==> src/rtl/lock_entry_if.sv <==
// lock_entry_if
//   Bundles the keypad-side and status-side signals of the lock entry
//   sequencer.
//
//   Modports:
//     master : the environment side. It includes the keypad front end, the
//              stored-code register, and the actuator/LED side.
//     slave  : the lock_entry_fsm side.
//
//   Signals:
//     btn_valid      one-cycle strobe, btn_code holds a new keypress
//     btn_code       pressed button value
//     btn_clear      one-cycle strobe, abort the current entry
//     lock_req       one-cycle strobe, re-lock from UNLOCKED
//     length         stored code length in digits, legal range 1..6
//     current_button stored digit at `index`, returned combinationally
//     index          digit position requested, 0 = first digit
//     unlocked       high while unlocked
//     error          one-cycle pulse on a rejected attempt
//     locked_out     high while in lockout
interface lock_entry_if;
  logic       btn_valid;
  logic [3:0] btn_code;
  logic       btn_clear;
  logic       lock_req;
  logic [2:0] length;
  logic [3:0] current_button;
  logic [2:0] index;
  logic       unlocked;
  logic       error;
  logic       locked_out;

  modport master (
    output btn_valid, btn_code, btn_clear, lock_req, length, current_button,
    input  index, unlocked, error, locked_out
  );

  modport slave (
    input  btn_valid, btn_code, btn_clear, lock_req, length, current_button,
    output index, unlocked, error, locked_out
  );
endinterface

==> src/rtl/lock_entry_fsm.sv <==
// lock_entry_fsm
//   Keypad-entry sequencer for the digital lock.
//   - It steps a digit index through the stored-code register.
//   - It compares each keypress with the returned digit.
//   - It decides unlock or reject.
//   - It enforces a timed lockout after MAX_FAILS consecutive failed attempts.
//   The full code length is always consumed before a verdict, so response
//   timing reveals nothing about which digit was wrong.
//
//   Parameters:
//     MAX_FAILS       consecutive failures that trigger lockout (1..15)
//     LOCKOUT_CYCLES  clk cycles spent in LOCKOUT (>= 2)
//     RELOCK_CYCLES   auto-relock delay in UNLOCKED (>= 2). It is used only
//                     when the macro RELOCK_TIMEOUT_EN is defined.
//
//   Configuration macro:
//     RELOCK_TIMEOUT_EN  If defined, UNLOCKED falls back to IDLE after
//                        RELOCK_CYCLES cycles without lock_req. If not
//                        defined, UNLOCKED is held until lock_req or reset.
//
//   Ports:
//     clk  system clock, rising edge
//     rst  asynchronous reset, active-low
//     bus  lock_entry_if.slave
//          in : btn_valid, btn_code, btn_clear, lock_req, length,
//               current_button
//          out: index, unlocked, error, locked_out (all registered)
module lock_entry_fsm #(
  parameter int MAX_FAILS      = 3,
  parameter int LOCKOUT_CYCLES = 50_000_000,
  parameter int RELOCK_CYCLES  = 250_000_000
) (
  input  logic         clk,
  input  logic         rst,
  lock_entry_if.slave  bus
);

  typedef enum logic [1:0] {IDLE, ENTRY, UNLOCKED, LOCKOUT} state_t;

  localparam int              LC_W      = $clog2(LOCKOUT_CYCLES);
  localparam logic [LC_W-1:0] LOCK_LAST = LC_W'(LOCKOUT_CYCLES - 1);
  localparam logic [3:0]      FAIL_MAX  = 4'(MAX_FAILS);

  if (MAX_FAILS < 1 || MAX_FAILS > 15 || LOCKOUT_CYCLES < 2 || RELOCK_CYCLES < 2)
  begin : g_bad_params
    $error("lock_entry_fsm: parameter out of range");
  end

  state_t          state;
  logic [2:0]      index_q;
  logic            mismatch;
  logic [3:0]      fail_cnt;
  logic [LC_W-1:0] lock_cnt;
  logic            unlocked_q;
  logic            error_q;
  logic            locked_out_q;

`ifdef RELOCK_TIMEOUT_EN
  localparam int              RC_W        = $clog2(RELOCK_CYCLES);
  localparam logic [RC_W-1:0] RELOCK_LAST = RC_W'(RELOCK_CYCLES - 1);
  logic [RC_W-1:0] relock_cnt;
`endif

  // Press decode. It depends on the stored digit returned for the current index.
  logic       len_ok;
  logic       eff_mismatch;
  logic       final_digit;
  logic [3:0] fails_next;

  always_comb begin
    len_ok       = (bus.length != 3'd0) && (bus.length <= 3'd6);
    eff_mismatch = mismatch | (bus.btn_code != bus.current_button);
    // ">=" rather than "==" means a length shrunk mid-entry still ends the
    // attempt on the next press.
    final_digit  = ({1'b0, index_q} + 4'd1) >= {1'b0, bus.length};
    fails_next   = fail_cnt + 4'd1;
  end

  always_ff @(posedge clk or negedge rst) begin
    if (!rst) begin
      state        <= IDLE;
      index_q      <= 3'd0;
      mismatch     <= 1'b0;
      fail_cnt     <= 4'd0;
      lock_cnt     <= '0;
      unlocked_q   <= 1'b0;
      error_q      <= 1'b0;
      locked_out_q <= 1'b0;
`ifdef RELOCK_TIMEOUT_EN
      relock_cnt   <= '0;
`endif
    end else begin
      // NOTE: non-blocking defaults first. A later assignment in the same
      // block overrides the default, which makes error a clean one-cycle pulse.
      error_q <= 1'b0;

      unique case (state)
        IDLE, ENTRY: begin
          if (bus.btn_clear) begin
            // Clear wins over a simultaneous keypress.
            // The failure history is kept.
            state    <= IDLE;
            index_q  <= 3'd0;
            mismatch <= 1'b0;
          end else if (bus.btn_valid) begin
            if (!len_ok || final_digit) begin
              index_q  <= 3'd0;
              mismatch <= 1'b0;
              if (len_ok && !eff_mismatch) begin
                state      <= UNLOCKED;
                unlocked_q <= 1'b1;
                fail_cnt   <= 4'd0;
`ifdef RELOCK_TIMEOUT_EN
                relock_cnt <= '0;
`endif
              end else begin
                error_q <= 1'b1;
                if (fails_next == FAIL_MAX) begin
                  state        <= LOCKOUT;
                  locked_out_q <= 1'b1;
                  fail_cnt     <= 4'd0;
                  lock_cnt     <= '0;
                end else begin
                  state    <= IDLE;
                  fail_cnt <= fails_next;
                end
              end
            end else begin
              state    <= ENTRY;
              index_q  <= index_q + 3'd1;
              mismatch <= eff_mismatch;
            end
          end
        end

        UNLOCKED: begin
          if (bus.lock_req) begin
            state      <= IDLE;
            unlocked_q <= 1'b0;
          end
`ifdef RELOCK_TIMEOUT_EN
          else if (relock_cnt == RELOCK_LAST) begin
            state      <= IDLE;
            unlocked_q <= 1'b0;
          end else begin
            relock_cnt <= relock_cnt + RC_W'(1);
          end
`endif
        end

        LOCKOUT: begin
          if (lock_cnt == LOCK_LAST) begin
            state        <= IDLE;
            locked_out_q <= 1'b0;
          end else begin
            lock_cnt <= lock_cnt + LC_W'(1);
          end
        end

        default: state <= IDLE;
      endcase
    end
  end

  assign bus.index      = index_q;
  assign bus.unlocked   = unlocked_q;
  assign bus.error      = error_q;
  assign bus.locked_out = locked_out_q;

endmodule

==> src/flat_wrapper.sv <==
// flat-port wrapper written by rule: the top's interface ports become plain ports
module lock_entry_fsm_flat 
#(
  parameter int MAX_FAILS      = 3,
  parameter int LOCKOUT_CYCLES = 50_000_000,
  parameter int RELOCK_CYCLES  = 250_000_000
)
  (clk, rst, bus_btn_valid, bus_btn_code, bus_btn_clear, bus_lock_req, bus_length, bus_current_button, bus_index, bus_unlocked, bus_error, bus_locked_out);
  lock_entry_if bus_i ();
  input  logic clk;
  input  logic rst;
  input wire logic [$bits(bus_i.btn_valid)-1:0] bus_btn_valid;
  input wire logic [$bits(bus_i.btn_code)-1:0] bus_btn_code;
  input wire logic [$bits(bus_i.btn_clear)-1:0] bus_btn_clear;
  input wire logic [$bits(bus_i.lock_req)-1:0] bus_lock_req;
  input wire logic [$bits(bus_i.length)-1:0] bus_length;
  input wire logic [$bits(bus_i.current_button)-1:0] bus_current_button;
  output wire logic [$bits(bus_i.index)-1:0] bus_index;
  output wire logic [$bits(bus_i.unlocked)-1:0] bus_unlocked;
  output wire logic [$bits(bus_i.error)-1:0] bus_error;
  output wire logic [$bits(bus_i.locked_out)-1:0] bus_locked_out;
  assign bus_i.btn_valid = bus_btn_valid;
  assign bus_i.btn_code = bus_btn_code;
  assign bus_i.btn_clear = bus_btn_clear;
  assign bus_i.lock_req = bus_lock_req;
  assign bus_i.length = bus_length;
  assign bus_i.current_button = bus_current_button;
  assign bus_index = bus_i.index;
  assign bus_unlocked = bus_i.unlocked;
  assign bus_error = bus_i.error;
  assign bus_locked_out = bus_i.locked_out;
  lock_entry_fsm #(.MAX_FAILS(MAX_FAILS), .LOCKOUT_CYCLES(LOCKOUT_CYCLES), .RELOCK_CYCLES(RELOCK_CYCLES)) u_core (.clk(clk), .rst(rst), .bus(bus_i));
endmodule
==> config.mk <==
export PLATFORM = sky130hd
export DESIGN_NAME = lock_entry_fsm_flat
export DESIGN_NICKNAME = d
export VERILOG_FILES = /design/src/rtl/lock_entry_if.sv /design/src/rtl/lock_entry_fsm.sv /design/src/flat_wrapper.sv
export SDC_FILE = /design/constraint.sdc
export NUM_CORES = 1
export LEC_CHECK = 0
export CAP_MARGIN = 20
export CORE_ASPECT_RATIO = 0.9
export CORE_MARGIN = 8
export CORE_UTILIZATION = 55
export DETAILED_ROUTE_END_ITERATION = 8
export GPL_TIMING_DRIVEN = 0
export PLACE_DENSITY = 0.85
export RECOVER_POWER = 50
export SYNTH_ARGS = -nofsm -noshare
export SYNTH_HDL_FRONTEND = slang
export SYNTH_SLANG_ARGS = --single-unit
==> constraint.sdc <==
create_clock -name clk -period 7.2 [get_ports clk]
set_clock_uncertainty 0.1 [all_clocks]
set_input_delay 2.16 -clock clk [delete_from_list [all_inputs] [get_ports clk]]
set_output_delay 2.16 -clock clk [all_outputs]
set_load 0.005 [all_outputs]
==> results_dict.tcl <==
set metrics [dict create \
    final_nets 333 \
    power_density_nw_per_um2 221 \
    crit_path_cell_trace "clkdlybuf4s50_1 -> or3_4 -> and2_4 -> a31o_2 -> nor3_1 -> clkbuf_1 -> o21ai_0" \
    synth_xor_area_frac 0.0247 \
    setup.worst_path.class "in2reg" \
    status "finished with violations" \
    synthArstFlopShare 1.00 \
    avgViaCountPerCell 6.41 \
    synth.avg_cell_area_um2 8.81 \
    finalSetupViolations 0 \
    finalHoldViolCount 0 \
    vias 2379 \
    drcViolationCount 0 \
    rrSetupSlack_ps 4480 \
    hold_buffers 0 \
    root_buffer "clkbuf_8" \
    worstSetupStartpointType "primary input" \
    yosysUniqueCellTypes 52 \
    yosysWarnings 0 \
    cp-startpoint "bus_length[0]" \
    finalCriticalPeriod_ps 4380 \
    p_leak_uw 0.00119 \
    syn-num-nets 305 \
    fillerInstances 363 \
    crit_path_top_delay_cell "clkdlybuf4s50_1" \
    syn_inst 282 \
    grt_pass1_wl_um 10800 \
    post_drt_wl_per_cell_um 17.4 \
    grt_usage 0.194 \
    htree_num_levels 2 \
    die_w_um 86.9 \
    post-synth-top-area-cell "dfrtp_1" \
    fin_crit_sh 0.608 \
    dp_hpwl_um 4530 \
    cts_sinks 39 \
    grt_max_degree 40 \
    synth-compound-area-share 0.193 \
    timing.rr.end "u_core.lock_cnt[8]" \
    ir_worst_vdd_mv 0.230 \
    postRouteWirelength_um 6450 \
    tightest_slew_ps 2110 \
    path_clk_slew_ps 70 \
    placementRows 23 \
    maxSlewViolCount 40 \
    synth_edf_count 0 \
    drv_cap 1 \
    antenna_found_initial 0 \
    grt_pass1_vias 2213 \
    muxShareOfSynthArea 0.00806 \
    relSlewSlack -0.406 \
    holdPathStages 1 \
    worst_hold_path_type "reg2reg" \
    cts_tree "done" \
    r2r_start "u_core.fail_cnt[0]" \
    synth_top_family_by_area "simple AND/OR/NAND/NOR gates" \
    ff2ff_path_depth 7 \
    port_buffers 21 \
    synth_area_leaders "dfrtp_1 39%, nand2_1 5.0%, nand3_1 3.6%" \
    fp.dieArea_um2 6930 \
    synth-seq-cells 39 \
    antenna_left 0 \
    area_delta_synth_final_pct 14.2 \
    die_h_um 79.8 \
    arrival_ps 4420 \
    synth-adder-area-share 0.0352 \
    core_um2 4400 \
    ys.flop_type "dfrtp_1" \
    ctsResizeCount 0 \
    syn_area_um2 2480 \
    drt-pass1-iter-count 5 \
    yosys.area_share.simple 0.305 \
    synth_top_area_frac 0.393 \
    ys_seq_area_frac 0.393 \
    rsz0062_at_grt "false" \
    end_kind "flop" \
    clock.fmax_ghz 0.229 \
    grt_remaining_overflow 0 \
    setup.worst_path.end "u_core.lock_cnt[8]" \
    diodes 0 \
    initial_core_util 0.564 \
    finalPower_uw 628 \
    setup_tns_ps 0 \
    post_cts_buffers 0 \
    clock_latency_ps 290 \
    fin_hold_ws_ps 417 \
    numCtsBuffers 5 \
    drtIter0Drc 314 \
    crit_path_max_fanout 10 \
    place_congestion 0.871 \
    crit_required_ps 7250 \
    ioPinCount 22 \
    drive_gt1_frac 0.0615 \
    violations "capacitance limit, slew limit" \
    max_stage_delay_ps 460 \
    worstHoldStart "u_core.lock_cnt[24]" \
    cts_buffer_depth 2 \
]
## placed cells by master, fill, tap and decap left out, types with 6 or more instances in the layout
| cell type | instances |
|---|---|
| nor2b_1 | 6 |
| clkdlybuf4s50_1 | 17 |
| clkbuf_1 | 14 |
| ha_1 | 7 |
| inv_1 | 10 |
| a311o_1 | 7 |
| nor2_1 | 13 |
| nor3_1 | 7 |
| dfrtp_1 | 39 |
| or3_1 | 9 |
| nor4_1 | 9 |
| and3_1 | 9 |
| nand3_1 | 18 |
| nand2_1 | 33 |
| o21ai_0 | 8 |
| nand4_1 | 12 |
## sequential cells by signal, summed over array words and instances, names as in the netlist
signal	flops
u_core.bus.error	1
u_core.bus.index	3
u_core.bus.locked_out	1
u_core.bus.unlocked	1
u_core.fail_cnt	4
u_core.lock_cnt	26
u_core.mismatch	1
u_core.state	2
## metal layers
| layer | track usage | part of all wire | up-vias |
|---|---|---|---|
| met5 | 0 | 0 | - |
| met2 | 0.291 | 0.46 | 106 |
| met1 | 0.282 | 0.46 | 1131 |
| met4 | 0.0533 | 0.010 | 0 |
| met3 | 0.0288 | 0.070 | 13 |
| li1 | - | - | 1129 |
## worst max-delay path: cells and delay by family
| family | cells | cell delay, ps |
|---|---|---|
| simple gates | 3 | 910 |
| buf+inv | 2 | 910 |
| compound gates | 2 | 440 |
## power breakdown
part | internal [uW] | switching, uW | leakage, uW
sequential | 267 | 61.0 | 0.000470
combinational | 80.1 | 82.7 | 0.000685
clock | 64.6 | 73.4 | 0.0000371
## cell families after synthesis
kind of cell	after synthesis
xor gates and xnor gates	7
adders and majority gates	7
and+or+nand+nor	139
DFF	39
buffers and inverters	25
muxes	2
AOI/OAI and AO/OA	63
## cell usage after synthesis, drive strengths merged (6+ instances only)
cell type and n:
or3 10, inv 10, a311o 7, nor4 9
ha 7, and3 10, nand2 33, clkbuf 12
nor2b 6, nor3 7, nor2 13, dfrtp 39
o21ai 8, nand4 12, nand3 18
## through the flow
stage | util | setup WS [ps] | instance area (um2) | cells
final | 0.645 | 2820 | 2840 | 371
after global routing | 0.645 | 2780 | 2840 | 371
after CTS | 0.645 | 2870 | 2840 | 371
after detailed placement | 0.629 | 2570 | 2770 | 365
after global placement | 0.630 | 2570 | 2770 | 365
after floorplan | - | 3270 | 2480 | 282
## worst min-delay path by stage
stage,to,slack (ps)
3_5_place_dp,u_core.mismatch,410
4_1_cts,u_core.lock_cnt[24],420
6_report,u_core.lock_cnt[24],420
3_3_place_gp,u_core.bus.locked_out,380
2_1_floorplan,u_core.lock_cnt[24],370
5_1_grt,u_core.lock_cnt[24],430
## area by class of cell
| type | count | area, um2 | area share |
|---|---|---|---|
| Tap cell | 62 | 77.6 | 0.0273 |
| Clock buffer | 6 | 72.6 | 0.0256 |
| Sequential cell | 39 | 976 | 0.344 |
| Buffer | 15 | 66.3 | 0.0234 |
| Timing Repair Buffer | 21 | 204 | 0.0718 |
| Multi-Input combinational cell | 218 | 1410 | 0.495 |
| Inverter | 10 | 37.5 | 0.0132 |
No activity file was read; power rests on OpenSTA's default activity.
